<file path="config.mk">
export PLATFORM = sky130hd
export DESIGN_NAME = pc_fetch_unit_flat
export DESIGN_NICKNAME = d
export VERILOG_FILES = /design/src/rtl/pc_pkg.sv /design/src/rtl/pc_fetch_unit_if.sv /design/src/rtl/pc_next_mux.sv /design/src/rtl/pc_fetch_unit.sv /design/src/flat_wrapper.sv
export SDC_FILE = /design/constraint.sdc
export NUM_CORES = 1
export LEC_CHECK = 0
export BUFFER_PORTS_ARGS = -buffer_cell sky130_fd_sc_hd__clkbuf_2
export CORE_MARGIN = 2
export CORE_UTILIZATION = 30
export DETAILED_ROUTE_END_ITERATION = 6
export PLACE_DENSITY = 0.56
export SLEW_MARGIN = 25
export SYNTH_ARGS = -nofsm -noshare
export SYNTH_HDL_FRONTEND = slang
export SYNTH_HIERARCHICAL = 1
export SYNTH_SLANG_ARGS = --single-unit
</file>
<file path="constraint.sdc">
create_clock -name clk -period 1.5 [get_ports clk]
set_input_delay 0.075 -clock clk [delete_from_list [all_inputs] [get_ports clk]]
set_output_delay 0.075 -clock clk [all_outputs]
set_load 0.02 [all_outputs]
</file>
<file path="src/rtl/pc_pkg.sv">
// Shared definitions for the PC / fetch sequencing slice.
// Contents: sequencer state enum, pc_sel encodings, default parameter values.
package pc_pkg;

  localparam int unsigned XLEN_DEFAULT         = 32;
  localparam logic [31:0] RESET_VECTOR_DEFAULT = 32'h0000_0000;
  localparam logic [31:0] TRAP_VECTOR_DEFAULT  = 32'h0000_0100;

  typedef enum logic [1:0] {
    BOOT  = 2'd0,
    FETCH = 2'd1,
    EXEC  = 2'd2,
    HALT  = 2'd3
  } fetch_state_t;

  // PC_RSVD is decoded exactly like PC_SEQ.
  typedef enum logic [1:0] {
    PC_SEQ  = 2'b00,
    PC_BR   = 2'b01,
    PC_JALR = 2'b10,
    PC_RSVD = 2'b11
  } pc_sel_t;

endpackage

</file>
<file path="src/rtl/pc_fetch_unit_if.sv">
// Instruction-memory fetch handshake.
//   imem_req   : fetch request (fetch unit -> memory)
//   imem_addr  : fetch address (fetch unit -> memory)
//   imem_ready : instruction returned this cycle (memory -> fetch unit)
// master = fetch unit, slave = instruction memory.
interface pc_fetch_unit_if #(
  parameter int unsigned XLEN = 32
);

  logic            imem_req;
  logic [XLEN-1:0] imem_addr;
  logic            imem_ready;

  modport master (
    output imem_req,
    output imem_addr,
    input  imem_ready
  );

  modport slave (
    input  imem_req,
    input  imem_addr,
    output imem_ready
  );

endinterface

</file>
<file path="src/rtl/pc_next_mux.sv">
// Next-PC selection, purely combinational.
// Inputs : pc_sel, branch_taken, pc_plus4, branch_target, jalr_target
// Outputs: next_pc    - selected candidate (JALR target has bit 0 cleared)
//          misaligned - next_pc is not 4-byte aligned (no C extension)
module pc_next_mux
  import pc_pkg::*;
#(
  parameter int unsigned XLEN = XLEN_DEFAULT
) (
  input  logic [1:0]      pc_sel,
  input  logic            branch_taken,
  input  logic [XLEN-1:0] pc_plus4,
  input  logic [XLEN-1:0] branch_target,
  input  logic [XLEN-1:0] jalr_target,
  output logic [XLEN-1:0] next_pc,
  output logic            misaligned
);

  always_comb begin
    next_pc = pc_plus4;
    case (pc_sel)
      PC_BR:   if (branch_taken) next_pc = branch_target;
      PC_JALR: next_pc = {jalr_target[XLEN-1:1], 1'b0};
      default: next_pc = pc_plus4;
    endcase
  end

  assign misaligned = |next_pc[1:0];

endmodule

</file>
<file path="src/rtl/pc_fetch_unit.sv">
// Program counter and fetch sequencer for the single-cycle core.
// Ports:
//   clk, resetn      : clock, asynchronous active-low reset
//   pc               : current PC (to PC+4 adder and branch adder)
//   pc_plus4         : PC+4 adder result
//   branch_target    : branch/JAL adder result
//   jalr_target      : rs1+imm from ALU, unmasked
//   pc_sel           : 00 seq, 01 branch/JAL, 10 JALR, 11 treated as seq
//   branch_taken     : qualifies pc_sel=01
//   commit/stall/halt: instruction completion control (stall wins over commit)
//   imem             : fetch handshake (master side)
//   inst_valid       : fetched instruction valid for decode
//   misalign_trap    : one-cycle pulse after a misaligned-target trap
//   mepc             : PC of the instruction that caused the last trap
module pc_fetch_unit
  import pc_pkg::*;
#(
  parameter int unsigned     XLEN         = XLEN_DEFAULT,
  parameter logic [XLEN-1:0] RESET_VECTOR = RESET_VECTOR_DEFAULT,
  parameter logic [XLEN-1:0] TRAP_VECTOR  = TRAP_VECTOR_DEFAULT
) (
  input  logic              clk,
  input  logic              resetn,
  output logic [XLEN-1:0]   pc,
  input  logic [XLEN-1:0]   pc_plus4,
  input  logic [XLEN-1:0]   branch_target,
  input  logic [XLEN-1:0]   jalr_target,
  input  logic [1:0]        pc_sel,
  input  logic              branch_taken,
  input  logic              commit,
  input  logic              stall,
  input  logic              halt,
  pc_fetch_unit_if.master   imem,
  output logic              inst_valid,
  output logic              misalign_trap,
  output logic [XLEN-1:0]   mepc
);

  fetch_state_t    state;
  logic [XLEN-1:0] pc_q;
  logic [XLEN-1:0] mepc_q;
  logic            trap_q;
  logic [XLEN-1:0] next_pc;
  logic            next_misaligned;

  pc_next_mux #(
    .XLEN (XLEN)
  ) u_next_mux (
    .pc_sel        (pc_sel),
    .branch_taken  (branch_taken),
    .pc_plus4      (pc_plus4),
    .branch_target (branch_target),
    .jalr_target   (jalr_target),
    .next_pc       (next_pc),
    .misaligned    (next_misaligned)
  );

  always_ff @(posedge clk or negedge resetn) begin
    if (!resetn) begin
      state  <= BOOT;
      pc_q   <= RESET_VECTOR;
      mepc_q <= '0;
      trap_q <= 1'b0;
    end else begin
      trap_q <= 1'b0;
      case (state)
        BOOT:  state <= FETCH;
        FETCH: if (imem.imem_ready) state <= EXEC;
        EXEC: begin
          if (commit && !stall) begin
            // halt is checked first so a halting instruction never traps
            if (halt) begin
              state <= HALT;
            end else if (next_misaligned) begin
              mepc_q <= pc_q;
              pc_q   <= TRAP_VECTOR;
              trap_q <= 1'b1;
              state  <= FETCH;
            end else begin
              pc_q  <= next_pc;
              state <= FETCH;
            end
          end
        end
        HALT:    state <= HALT;
        default: state <= BOOT;
      endcase
    end
  end

  assign pc             = pc_q;
  assign mepc           = mepc_q;
  assign misalign_trap  = trap_q;
  assign imem.imem_req  = (state == FETCH);
  assign imem.imem_addr = pc_q;
  assign inst_valid     = (state == EXEC);

endmodule
</file>
<file path="src/flat_wrapper.sv">
// flat-port wrapper written by rule: the top's interface ports become plain ports
module pc_fetch_unit_flat import pc_pkg::*;
#(
  parameter int unsigned     XLEN         = XLEN_DEFAULT,
  parameter logic [XLEN-1:0] RESET_VECTOR = RESET_VECTOR_DEFAULT,
  parameter logic [XLEN-1:0] TRAP_VECTOR  = TRAP_VECTOR_DEFAULT
)
  (clk, resetn, pc, pc_plus4, branch_target, jalr_target, pc_sel, branch_taken, commit, stall, halt, inst_valid, misalign_trap, mepc, imem_imem_req, imem_imem_addr, imem_imem_ready);
  pc_fetch_unit_if #(.XLEN(XLEN)) imem_i ();
  input  logic clk;
  input  logic resetn;
  output logic [XLEN-1:0] pc;
  input  logic [XLEN-1:0] pc_plus4;
  input  logic [XLEN-1:0] branch_target;
  input  logic [XLEN-1:0] jalr_target;
  input  logic [1:0] pc_sel;
  input  logic branch_taken;
  input  logic commit;
  input  logic stall;
  input  logic halt;
  output logic inst_valid;
  output logic misalign_trap;
  output logic [XLEN-1:0] mepc;
  output wire logic [$bits(imem_i.imem_req)-1:0] imem_imem_req;
  output wire logic [$bits(imem_i.imem_addr)-1:0] imem_imem_addr;
  input wire logic [$bits(imem_i.imem_ready)-1:0] imem_imem_ready;
  assign imem_imem_req = imem_i.imem_req;
  assign imem_imem_addr = imem_i.imem_addr;
  assign imem_i.imem_ready = imem_imem_ready;
  pc_fetch_unit #(.XLEN(XLEN), .RESET_VECTOR(RESET_VECTOR), .TRAP_VECTOR(TRAP_VECTOR)) u_core (.clk(clk), .resetn(resetn), .pc(pc), .pc_plus4(pc_plus4), .branch_target(branch_target), .jalr_target(jalr_target), .pc_sel(pc_sel), .branch_taken(branch_taken), .commit(commit), .stall(stall), .halt(halt), .imem(imem_i), .inst_valid(inst_valid), .misalign_trap(misalign_trap), .mepc(mepc));
endmodule
</file>
==> results.tsv <==
metric	value	unit
finalNonFillerCells	711	
finalNetCount	642	
cpMostUsedCell	sky130_fd_sc_hd__clkbuf_16	
finalMaxSlewViolations	0	
rows	41	
hold_class	in -> reg	
grt_pass1_wl	19330	um
critical_path_arrival	1790	ps
area.sequential	1677	um^2
global_route.peak_usage_layer	met2	
final_antenna_net_count	0	
drt_drc_violations_left	0	
cts-root-to-sink-buffers	2	
p_leak	2.914	nW
critical_path_buf_inv_count	3	
hold_ws	30.50	ps
r2r_slack	-30	ps
yosys.cell_types.count	31	
vias_per_cell	4.859	
final.period_utilization	105.7	%
list_of_cells_traversed_by_the_critical_path	clkbuf_16, inv_8, ha_4, nand2b_4, o211ai_1, or2_1, and3_4, clkbuf_16, mux2_4	
post_route_cells_drive_above_1_share	59.74	%
achievable-frequency	630.7	MHz
post_synthesis_cells	343	
setup_slack	-85.62	ps
wl_per_cell	17.43	um
groute.layer.met3.usage	2.799	%
worst_path_max_delay_cell	sky130_fd_sc_hd__and3_4	
cts_buffers	9	
synth_largest_area_cell	sky130_fd_sc_hd__dfrtp_1	
timing.critical_path.max_delay_family	simple AND/OR/NAND/NOR gates	
postSynthAreaPerCell	11.53	um^2
globalRouteMet2Util	28.45	%
drt_first_pass_iters	4	
mappedNetlistArea	3954	um^2
violations_in_the_final_reports	setup timing	
synth-seq-cells	67	
antenna_violations_before_repair	0	
die-area	14110	um^2
clock_latency	330	ps
synth_area_leaders	sky130_fd_sc_hd__dfrtp_1 (42%), sky130_fd_sc_hd__a22oi_1 (11%), sky130_fd_sc_hd__mux2_4 (11%), sky130_fd_sc_hd__mux2_2 (8.8%), sky130_fd_sc_hd__buf_4 (6.8%)	
pin_count	204	
drt-total-wl	12390	um
cp_data_required_time	1710	ps
setup_viol	32	
final.fill_count	1267	
synth_warnings	6	
port_buffers	202	
worst_setup_path_end_kind	register	
critPathLaunchType	primary input	
maxCapViolations	0	
initialDrtViolationCount	172	
route.vias.total	3455	
grt_max_degree	33	
multi_input_area	1892	um^2
status	complete, but fails checks	
power.density_cell_area	988.2	nW/um^2
die_width	118.8	um
vdd.ir_drop.worst	0.5021	mV
post-synth-top-area-fraction	42.41	%
fin_crit	1586	ps
grt_setup_unrepaired	true	
fin_skew	5.215	ps
tritoncts	yes	
place.detailed.hpwl	8810	um
most_common_library_cell_in_the_layout_ignoring_fill_and_taps	sky130_fd_sc_hd__clkbuf_2	
routabilityCongestion	0.8497	
cts-htree-levels	3	
dieHeight	118.8	um
post-place-cells	684	
slew_hr	70.63	%
worst_setup_hold_path_clk_slew	50	ps
grtUsageMet1	23.15	%
cts_root_buf	sky130_fd_sc_hd__clkbuf_16	
overflow	0	
path_max_fanout	6	
crit_type	in -> reg	
antenna-diode-count	0	
floorplan.initialDensity	31.08	%
tightest_slew	438.6	ps
grt_use_total	17.43	%
clkSinkCount	67	
grt_pass1_vias	3478	
area_growth_syn_to_layout	40.57	%
crit_path_max_incr_delay	300	ps
number_of_hold_slack_violations_in_the_final_timing_report	0	
core_region_area	12720	um^2
synthesis.nets	450	
mostFrequentLayoutCells	sky130_fd_sc_hd__clkbuf_2 (199), sky130_fd_sc_hd__dfrtp_1 (67), sky130_fd_sc_hd__a22oi_1 (57)	
synth_sequential_area_ratio	42.41	%
stage by stage:
step	worst slack, ps	area (um^2)	TNS, ps	util [%]	total power [mW]
finish	-85.62	5558	-2147	43.69	5.493
global route	-165.3	5558	-5838	43.69	5.758
CTS	-94.20	5557	-1941	43.68	5.548
detailed placement	-605.9	5037	-28100	39.59	3.366
global placement	-582.9	5037	-24370	39.59	3.346
floorplan	-279.3	3996	-8626	-	2.928
worst reg2reg max path, delay by kind of cell (launching register included):
family,cells,cell delay [ps]
AND/OR/NAND/NOR,2,510
flip-flops,1,420
buffers and inverters,1,190
multiplexers,1,290
power by group:
group | switching, mW | internal (mW)
sequential | 0.128 | 1.93
clock | 0.726 | 1.37
combinational | 0.756 | 0.591
total | 1.61 | 3.88
synthesized netlist by cell type:
library cell               instances
sky130_fd_sc_hd__clkbuf_1          9
sky130_fd_sc_hd__buf_4            36
sky130_fd_sc_hd__mux2_2           31
sky130_fd_sc_hd__mux2_1            3
sky130_fd_sc_hd__buf_2             6
sky130_fd_sc_hd__and3_1            1
sky130_fd_sc_hd__a22o_1            1
sky130_fd_sc_hd__or2_1             1
sky130_fd_sc_hd__o21ai_0          19
sky130_fd_sc_hd__a22oi_1          58
sky130_fd_sc_hd__buf_6             4
sky130_fd_sc_hd__nor2_1            4
sky130_fd_sc_hd__ha_1              2
sky130_fd_sc_hd__o22ai_1           1
sky130_fd_sc_hd__o21ai_1          10
sky130_fd_sc_hd__nor2b_4           2
sky130_fd_sc_hd__o211ai_1          1
sky130_fd_sc_hd__nor2b_1          32
sky130_fd_sc_hd__buf_12            3
sky130_fd_sc_hd__inv_1             5
sky130_fd_sc_hd__nand3b_1          1
sky130_fd_sc_hd__nor3b_4           1
sky130_fd_sc_hd__nor2b_2           1
sky130_fd_sc_hd__a21oi_1           5
sky130_fd_sc_hd__dfrtp_1          67
sky130_fd_sc_hd__nand2b_1          2
sky130_fd_sc_hd__mux2i_1           1
sky130_fd_sc_hd__a221o_1           1
sky130_fd_sc_hd__nand2_1           5
sky130_fd_sc_hd__mux2_4           29
sky130_fd_sc_hd__a31oi_1           1
worst paths after layout:
path                            startpoint         endpoint  cells after the start
setup / recovery                 pc_sel[0]   u_core/mepc[9]                      9
hold / removal                      commit  u_core/state[0]                      3
setup reg to reg           u_core/state[0]   u_core/mepc[9]                      4
hold reg to reg             u_core/mepc[7]   u_core/mepc[7]                      1
max in group asynchronous           resetn  u_core/mepc[10]                      3
min in group asynchronous           resetn   u_core/mepc[8]                      2
layout make-up:
class	instances	share of cell area [%]
Clock buffer	13	4.683
Clock inverter	2	0.6303
Inverter	5	0.4728
Multi-Input combinational cell	215	34.04
Sequential cell	67	30.17
Tap cell	172	3.872
Timing Repair Buffer	237	26.14
routing by layer:
layer / vias to the layer above / part of all wire, %
li1: 1606 / -
met1: 1703 / 45
met2: 129 / 49
met3: 17 / 4.2
met4: 0 / 2.2
met5: - / 0
logic make-up (layout without fill, tap and decap cells):
family,Yosys count,in the layout,synth area share (%)
DFF,67,67,42.41
and+or+nand+nor,50,52,8.133
muxes,64,64,20.95
AOI/OAI and AO/OA,97,97,16.30
buffers and inverters,63,257,11.58
adders and majority gates,2,2,0.6328
state kept, by name, indices dropped and copies added, names as in the netlist:
signal                 cells
u_core/imem.imem_addr     32
u_core/state               2
u_core/mepc               32
u_core/misalign_trap       1
timing repair:
item,CTS,global route
endpoints found under the hold margin,52,0
buffers inserted,5,4
hold buffers,1,0
cloned,3,2
gates resized for setup,18,7
setup endpoints to repair,64,64
pin swaps,2,2
(Power assumes the default switching activity.)
